===== config.mk =====
export PLATFORM = sky130hd
export DESIGN_NAME = vga_scan_driver
export DESIGN_NICKNAME = d
export VERILOG_FILES = /design/src/rtl/vga_pkg.sv /design/src/rtl/vga_delay_line.sv /design/src/rtl/vga_scan_driver.sv
export SDC_FILE = /design/constraint.sdc
export NUM_CORES = 1
export LEC_CHECK = 0
export CAP_MARGIN = 10
export CELL_PAD_IN_SITES_DETAIL_PLACEMENT = 0
export CELL_PAD_IN_SITES_GLOBAL_PLACEMENT = 1
export CORE_MARGIN = 3
export CORE_UTILIZATION = 28
export CTS_BUF_LIST = sky130_fd_sc_hd__clkbuf_4
export CTS_CLUSTER_SIZE = 40
export DETAILED_ROUTE_END_ITERATION = 10
export MAX_ROUTING_LAYER = met4
export PLACE_DENSITY = 0.88
export SYNTH_ARGS = -nofsm -noshare
export SYNTH_HDL_FRONTEND = slang
export SYNTH_SLANG_ARGS = --single-unit

===== constraint.sdc =====
create_clock -name clk -period 1.5 [get_ports clk]
set_input_delay 0.3 -clock clk [delete_from_list [all_inputs] [get_ports clk]]
set_output_delay 0.3 -clock clk [all_outputs]
set_load 0.01 [all_outputs]

===== src/rtl/vga_pkg.sv =====
// Shared types and 640x480@60 timing defaults for the VGA scan driver.
package vga_pkg;

   // 640x480@60 timing, counted in pixel-clock ticks and lines
   localparam int VGA_H_ACTIVE = 640;
   localparam int VGA_H_FP     = 16;
   localparam int VGA_H_SYNC   = 96;
   localparam int VGA_H_BP     = 48;
   localparam int VGA_V_ACTIVE = 480;
   localparam int VGA_V_FP     = 10;
   localparam int VGA_V_SYNC   = 2;
   localparam int VGA_V_BP     = 33;

   typedef struct packed {
      logic [3:0] r;
      logic [3:0] g;
      logic [3:0] b;
   } rgb444_t;

   // Per-pixel position tag that travels alongside the renderer pipeline
   typedef struct packed {
      logic active;
      logic hs_n;
      logic vs_n;
   } vga_tag_t;

   // Idle tag: blanked, both syncs de-asserted
   localparam vga_tag_t VGA_TAG_IDLE = '{active: 1'b0, hs_n: 1'b1, vs_n: 1'b1};

   // Counter width able to hold 0..total-1, never narrower than one bit
   function automatic int cnt_width(input int total);
      return (total <= 2) ? 1 : $clog2(total);
   endfunction

endpackage


===== src/rtl/vga_delay_line.sv =====
// Enable-gated shift register; DEPTH=0 collapses to a plain wire.
module vga_delay_line #(
   parameter int             W       = 1,
   parameter int             DEPTH   = 0,
   parameter logic [W-1:0]   RST_VAL = '0
) (
   input  logic         clk,
   input  logic         rst_n,
   input  logic         en,
   input  logic [W-1:0] d,
   output logic [W-1:0] q
);

   generate
      if (DEPTH == 0) begin : g_wire
         // No stages: the clock, reset and enable are intentionally unused
         logic unused_ctrl;
         assign unused_ctrl = &{1'b0, clk, rst_n, en};
         assign q = d;
      end else begin : g_shift
         // tap[i] is the input of stage i; tap[DEPTH] is the line output
         logic [(DEPTH+1)*W-1:0] tap;
         assign tap[W-1:0] = d;

         for (genvar gi = 0; gi < DEPTH; gi++) begin : g_stage
            logic [W-1:0] stage_q;
            logic [W-1:0] stage_d;

            // Shift one place on each enabled tick, otherwise hold
            always_comb begin
               stage_d = stage_q;
               if (en) begin
                  stage_d = tap[gi*W +: W];
               end
            end

            // Stage register, reset to the idle value
            always_ff @(posedge clk or negedge rst_n) begin
               if (!rst_n) begin
                  stage_q <= RST_VAL;
               end else begin
                  stage_q <= stage_d;
               end
            end

            assign tap[(gi+1)*W +: W] = stage_q;
         end

         assign q = tap[DEPTH*W +: W];
      end
   endgenerate

endmodule


===== src/rtl/vga_scan_driver.sv =====
// VGA raster generator: scan counters, sync/blank decode, pipeline-matched
// output registers for RGB and syncs, and line/frame strobes.
module vga_scan_driver
   import vga_pkg::*;
#(
   parameter int H_ACTIVE = VGA_H_ACTIVE,
   parameter int H_FP     = VGA_H_FP,
   parameter int H_SYNC   = VGA_H_SYNC,
   parameter int H_BP     = VGA_H_BP,
   parameter int V_ACTIVE = VGA_V_ACTIVE,
   parameter int V_FP     = VGA_V_FP,
   parameter int V_SYNC   = VGA_V_SYNC,
   parameter int V_BP     = VGA_V_BP,
   parameter int PIPE_DLY = 0
) (
   input  logic        clk,
   input  logic        rst_n,
   input  logic        pix_ce,
   output logic [31:0] row,
   output logic [31:0] col,
   input  logic [3:0]  pix_r,
   input  logic [3:0]  pix_g,
   input  logic [3:0]  pix_b,
   output logic [3:0]  vga_r,
   output logic [3:0]  vga_g,
   output logic [3:0]  vga_b,
   output logic        vga_hs,
   output logic        vga_vs,
   output logic        video_on,
   output logic        line_start,
   output logic        frame_start
);

   localparam int H_TOTAL = H_ACTIVE + H_FP + H_SYNC + H_BP;
   localparam int V_TOTAL = V_ACTIVE + V_FP + V_SYNC + V_BP;
   localparam int HW      = cnt_width(H_TOTAL);
   localparam int VW      = cnt_width(V_TOTAL);

   localparam logic [HW-1:0] H_LAST = HW'(H_TOTAL - 1);
   localparam logic [VW-1:0] V_LAST = VW'(V_TOTAL - 1);

   // Decode boundaries kept at 32 bits so a zero back porch cannot overflow
   localparam logic [31:0] H_ACT_END = 32'(H_ACTIVE);
   localparam logic [31:0] HS_START  = 32'(H_ACTIVE + H_FP);
   localparam logic [31:0] HS_END    = 32'(H_ACTIVE + H_FP + H_SYNC);
   localparam logic [31:0] V_ACT_END = 32'(V_ACTIVE);
   localparam logic [31:0] VS_START  = 32'(V_ACTIVE + V_FP);
   localparam logic [31:0] VS_END    = 32'(V_ACTIVE + V_FP + V_SYNC);

   logic [HW-1:0] h_cnt_q, h_cnt_d;
   logic [VW-1:0] v_cnt_q, v_cnt_d;
   logic          h_wrap, v_wrap;
   logic [31:0]   h_ext, v_ext;

   vga_tag_t tag_now;
   vga_tag_t tag_dly;

   rgb444_t  rgb_q, rgb_d;
   logic     hs_q, hs_d;
   logic     vs_q, vs_d;
   logic     video_on_q, video_on_d;
   logic     line_start_q, line_start_d;
   logic     frame_start_q, frame_start_d;

   // Next scan position: advance on pix_ce, wrap exactly at the last pixel/line
   always_comb begin
      h_wrap  = (h_cnt_q == H_LAST);
      v_wrap  = (v_cnt_q == V_LAST);
      h_cnt_d = h_cnt_q;
      v_cnt_d = v_cnt_q;
      if (pix_ce) begin
         if (h_wrap) begin
            h_cnt_d = '0;
            v_cnt_d = v_wrap ? '0 : v_cnt_q + VW'(1);
         end else begin
            h_cnt_d = h_cnt_q + HW'(1);
         end
      end
   end

   // Scan counters; reset aborts the frame and restarts at (0,0)
   always_ff @(posedge clk or negedge rst_n) begin
      if (!rst_n) begin
         h_cnt_q <= '0;
         v_cnt_q <= '0;
      end else begin
         h_cnt_q <= h_cnt_d;
         v_cnt_q <= v_cnt_d;
      end
   end

   // The counters are themselves registers, so row/col are glitch-free copies
   assign col = 32'(h_cnt_q);
   assign row = 32'(v_cnt_q);

   // Position decode for the pixel currently presented to the renderer
   always_comb begin
      h_ext          = 32'(h_cnt_q);
      v_ext          = 32'(v_cnt_q);
      tag_now        = VGA_TAG_IDLE;
      tag_now.active = (h_ext < H_ACT_END) && (v_ext < V_ACT_END);
      tag_now.hs_n   = !((h_ext >= HS_START) && (h_ext < HS_END));
      tag_now.vs_n   = !((v_ext >= VS_START) && (v_ext < VS_END));
   end

   // Tags wait out the renderer latency so they line up with pix_*
   vga_delay_line #(
      .W       ($bits(vga_tag_t)),
      .DEPTH   (PIPE_DLY),
      .RST_VAL (VGA_TAG_IDLE)
   ) u_tag_dly (
      .clk   (clk),
      .rst_n (rst_n),
      .en    (pix_ce),
      .d     (tag_now),
      .q     (tag_dly)
   );

   // Pin values: colour gated by the delayed active tag, strobes on wrap ticks only
   always_comb begin
      rgb_d         = rgb_q;
      hs_d          = hs_q;
      vs_d          = vs_q;
      video_on_d    = video_on_q;
      line_start_d  = 1'b0;
      frame_start_d = 1'b0;
      if (pix_ce) begin
         rgb_d         = tag_dly.active ? '{r: pix_r, g: pix_g, b: pix_b} : '0;
         hs_d          = tag_dly.hs_n;
         vs_d          = tag_dly.vs_n;
         video_on_d    = tag_dly.active;
         line_start_d  = h_wrap;
         frame_start_d = h_wrap && v_wrap;
      end
   end

   // Output registers: everything reaches the pins on the same tick
   always_ff @(posedge clk or negedge rst_n) begin
      if (!rst_n) begin
         rgb_q         <= '0;
         hs_q          <= 1'b1;
         vs_q          <= 1'b1;
         video_on_q    <= 1'b0;
         line_start_q  <= 1'b0;
         frame_start_q <= 1'b0;
      end else begin
         rgb_q         <= rgb_d;
         hs_q          <= hs_d;
         vs_q          <= vs_d;
         video_on_q    <= video_on_d;
         line_start_q  <= line_start_d;
         frame_start_q <= frame_start_d;
      end
   end

   assign vga_r       = rgb_q.r;
   assign vga_g       = rgb_q.g;
   assign vga_b       = rgb_q.b;
   assign vga_hs      = hs_q;
   assign vga_vs      = vs_q;
   assign video_on    = video_on_q;
   assign line_start  = line_start_q;
   assign frame_start = frame_start_q;

endmodule


==> results.sh <==
export IMPL_status="finished, violations left"
export IMPL_violations="negative setup slack"
export IMPL_ff2ff_path_depth=5
export IMPL_startpoint_type="flip-flop"
export IMPL_fin_setup_tns_ns=-2.41
export IMPL_swShare_pct=31.8
export IMPL_power_switching_w=0.000739
export IMPL_syn_inst=194
export IMPL_drt_pass1_iterations=4
export IMPL_drcViolationCount=0
export IMPL_synth_edf_count=0
export IMPL_clock_latency_ns=0.35
export IMPL_cts_tree="built"
export IMPL_fin_skew_ns=0.00749
export IMPL_crit_arrival_ns=1.99
export IMPL_cts_made_buffers=5
export IMPL_die_x_um=90.6
export IMPL_cts_root_buffer="clkbuf_4"
export IMPL_start_util_pct=29.2
export IMPL_synth_most_common_cell="buf_4"
export IMPL_cts_htree_levels=2
export IMPL_via_count=1687
export IMPL_p_int_w=0.00158
export IMPL_irDropWorstVdd_v=0.000311
export IMPL_async_flop_share_pct=100
export IMPL_r2r_end="v_cnt_q[7]"
export IMPL_ff2ff_setup_slack_ns=-0.21
export IMPL_finalWirelength_mm=5.01
export IMPL_p_comb_share_pct=29.7
export IMPL_setup_viol=16
export IMPL_crit_type="reg2reg"
export IMPL_yosysWarnings=0
export IMPL_rows=30
export IMPL_drive_gt1_share_pct=29.5
export IMPL_fin_crit_ns=1.71
export IMPL_syn_area_um2=2000
export IMPL_area_growth_pct=43.2
export IMPL_yosys_top_cells_area="dfrtp_1 (44%), buf_4 (16%), a22o_1 (5.7%)"
export IMPL_dp_hpwl_mm=3.61
export IMPL_hp_class="in2async"
export IMPL_critPathCaptureType="flip-flop"
export IMPL_grt_antenna_before_repair=0
export IMPL_die_y_um=90.6
export IMPL_r2r_start="h_cnt_q[1]"
export IMPL_whs_ns=0.427
export IMPL_drt_iter0_markers=82
export IMPL_clkPwrFrac_pct=22.9
export IMPL_cts_sinks=37
export IMPL_detail_route_wl_per_cell_um=12.9
export IMPL_gp_congestion=0.847
export IMPL_grt_usage_pct=12.7
export IMPL_critPathRequiredTime_ns=1.78
export IMPL_ys_seq_elements=37
export IMPL_clk_path_buf_depth=2
export IMPL_clk_pin_slew_worst_paths_ns=0.12
export IMPL_avgSynthCellArea_um2=10.3
export IMPL_antenna_cells=0
export IMPL_final_antenna_net_count=0
export IMPL_core_area_um2=6870
export IMPL_grt_pass1_wl_mm=8.16
export IMPL_yosysSeqAreaShare_pct=46.3
export IMPL_crit_fanout=6
export IMPL_finalHoldViolCount=0
export IMPL_p_leak_nw=1.49
export IMPL_via_per_inst=4.35
export IMPL_slew_violations=0
export IMPL_rsz0062_at_grt="true"
export IMPL_period_share_pct=114
export IMPL_grt_start_max_net_pins=20
export IMPL_synth_top_area_cell="dfrtp_1"
export IMPL_worst_slack_ns=-0.214
export IMPL_max_freq_ghz=0.583
export IMPL_n_fill_cell=678
export IMPL_synth_cell_types=42
export IMPL_portBuffers=51
export IMPL_synthFlopType="dfrtp_1"
export IMPL_dieArea_um2=8210
export IMPL_maxCapViolCount=0
export IMPL_grt_pass1_vias=1653
export IMPL_power_frac_seq_pct=47.5
export IMPL_nets=310
export IMPL_synth_common_cells="buf_4 (44), dfrtp_1 (35), a22o_1 (13)"
export IMPL_p_per_area_nw_per_um2=808
export IMPL_pin_count=96
export IMPL_synth_top_area_share_pct=43.7
export IMPL_grt_overflow_total=0
export IMPL_power_total_w=0.00232
-- power by group through the flow --
| stage | registers [W] | clock network (W) | logic, W |
|---|---|---|---|
| 6_report | 0.00110 | 0.000530 | 0.000689 |
| 5_1_grt | 0.00111 | 0.000596 | 0.000743 |
| 3_5_place_dp | 0.00112 | 0 | 0.000636 |
| 2_1_floorplan | 0.00119 | 0 | 0.000262 |
| 3_3_place_gp | 0.00111 | 0 | 0.000629 |
| 4_1_cts | 0.00110 | 0.000551 | 0.000652 |
-- critical path, stage by stage, from the launching register on --
cell and delay, ns:
dfrtp_1 0.37, ha_2 0.20, nand2_2 0.07, or4_4 0.62, nor3_4 0.22, xor2_1 0.16
-- final cells by class --
cell class                      instances  area [um^2]  share of cell area (%)
Inverter                                7         31.3                    1.09
Timing Repair Buffer                   95          805                    28.0
Tap cell                               96          120                    4.18
Sequential cell                        37          930                    32.4
Clock inverter                          3         17.5                   0.610
Multi-Input combinational cell        145          930                    32.4
Clock buffer                            5         37.5                    1.31
-- worst max path at each step --
stage	start	end	slack, ns	cells past startpoint
final	h_cnt_q[1]	v_cnt_q[7]	-0.21	5
after detailed placement	pix_ce	v_cnt_q[6]	-0.50	6
after floorplan	h_cnt_q[6]	v_cnt_q[7]	-0.24	5
after global placement	pix_ce	v_cnt_q[6]	-0.47	6
after CTS	h_cnt_q[6]	v_cnt_q[6]	-0.22	5
after global routing	h_cnt_q[0]	v_cnt_q[2]	-0.32	7
-- flip-flops by register name, summed over array words and instances (netlist names) --
name         cells
vga_hs           1
line_start       1
video_on         1
vga_b            4
h_cnt_q         10
frame_start      1
vga_vs           1
v_cnt_q         10
vga_r            4
vga_g            4
-- cells in the final DEF (no fill, tap or decap), drive strengths merged, types with 3 or more instances in the layout --
master	count
xor2	4
a31oi	3
o21ai	8
nand2	12
dlygate4sd2	21
clkdlybuf4s50	13
and3	4
nand3	8
conb	44
dfrtp	35
xnor2	6
clkbuf	13
ha	4
clkdlybuf4s15	8
nor2	9
a21oi	4
buf	44
nand4	5
a22o	13
inv	7
-- through the flow --
step                util (%)  instances  worst slack [ns]  area, um^2
floorplan                  -        237            -0.240        2170
global placement        39.1        366            -0.473        2680
detailed placement      39.1        366            -0.498        2680
CTS                     40.9        383            -0.221        2810
global route            41.8        388            -0.324        2870
finish                  41.8        388            -0.214        2870
-- routing by layer --
layer / vias to the layer above / track usage, % / wire length [um]
met2: 79 / 21.1 / 2480
met4: 0 / 4.34 / 74
met1: 813 / 14.5 / 2050
li1: 786 / - / -
met5: - / - / 0
met3: 9 / 3.75 / 401
-- logic make-up (layout without fill, tap and decap cells) --
family	after synthesis	count (layout)	synth area share, %
xor gates and xnor gates	10	10	4.37
and+or+nand+nor	53	54	15.4
adders and majority gates	4	4	2.50
muxes	2	2	1.06
DFF	37	37	46.3
buffers and inverters	56	110	19.5
AOI/OAI and AO/OA	31	31	10.7
other	1	44	0.187
-- timing repair --
item | CTS | global route
pin swaps | 7 | 11
cloned | 1 | 0
resized for setup | 56 | 33
hold endpoints to repair | 16 | 0
hold buffers | 1 | 0
setup endpoints to repair | 64 | 45
buffers inserted | 7 | 5
Note: power is estimated with default switching activity, not from simulation.
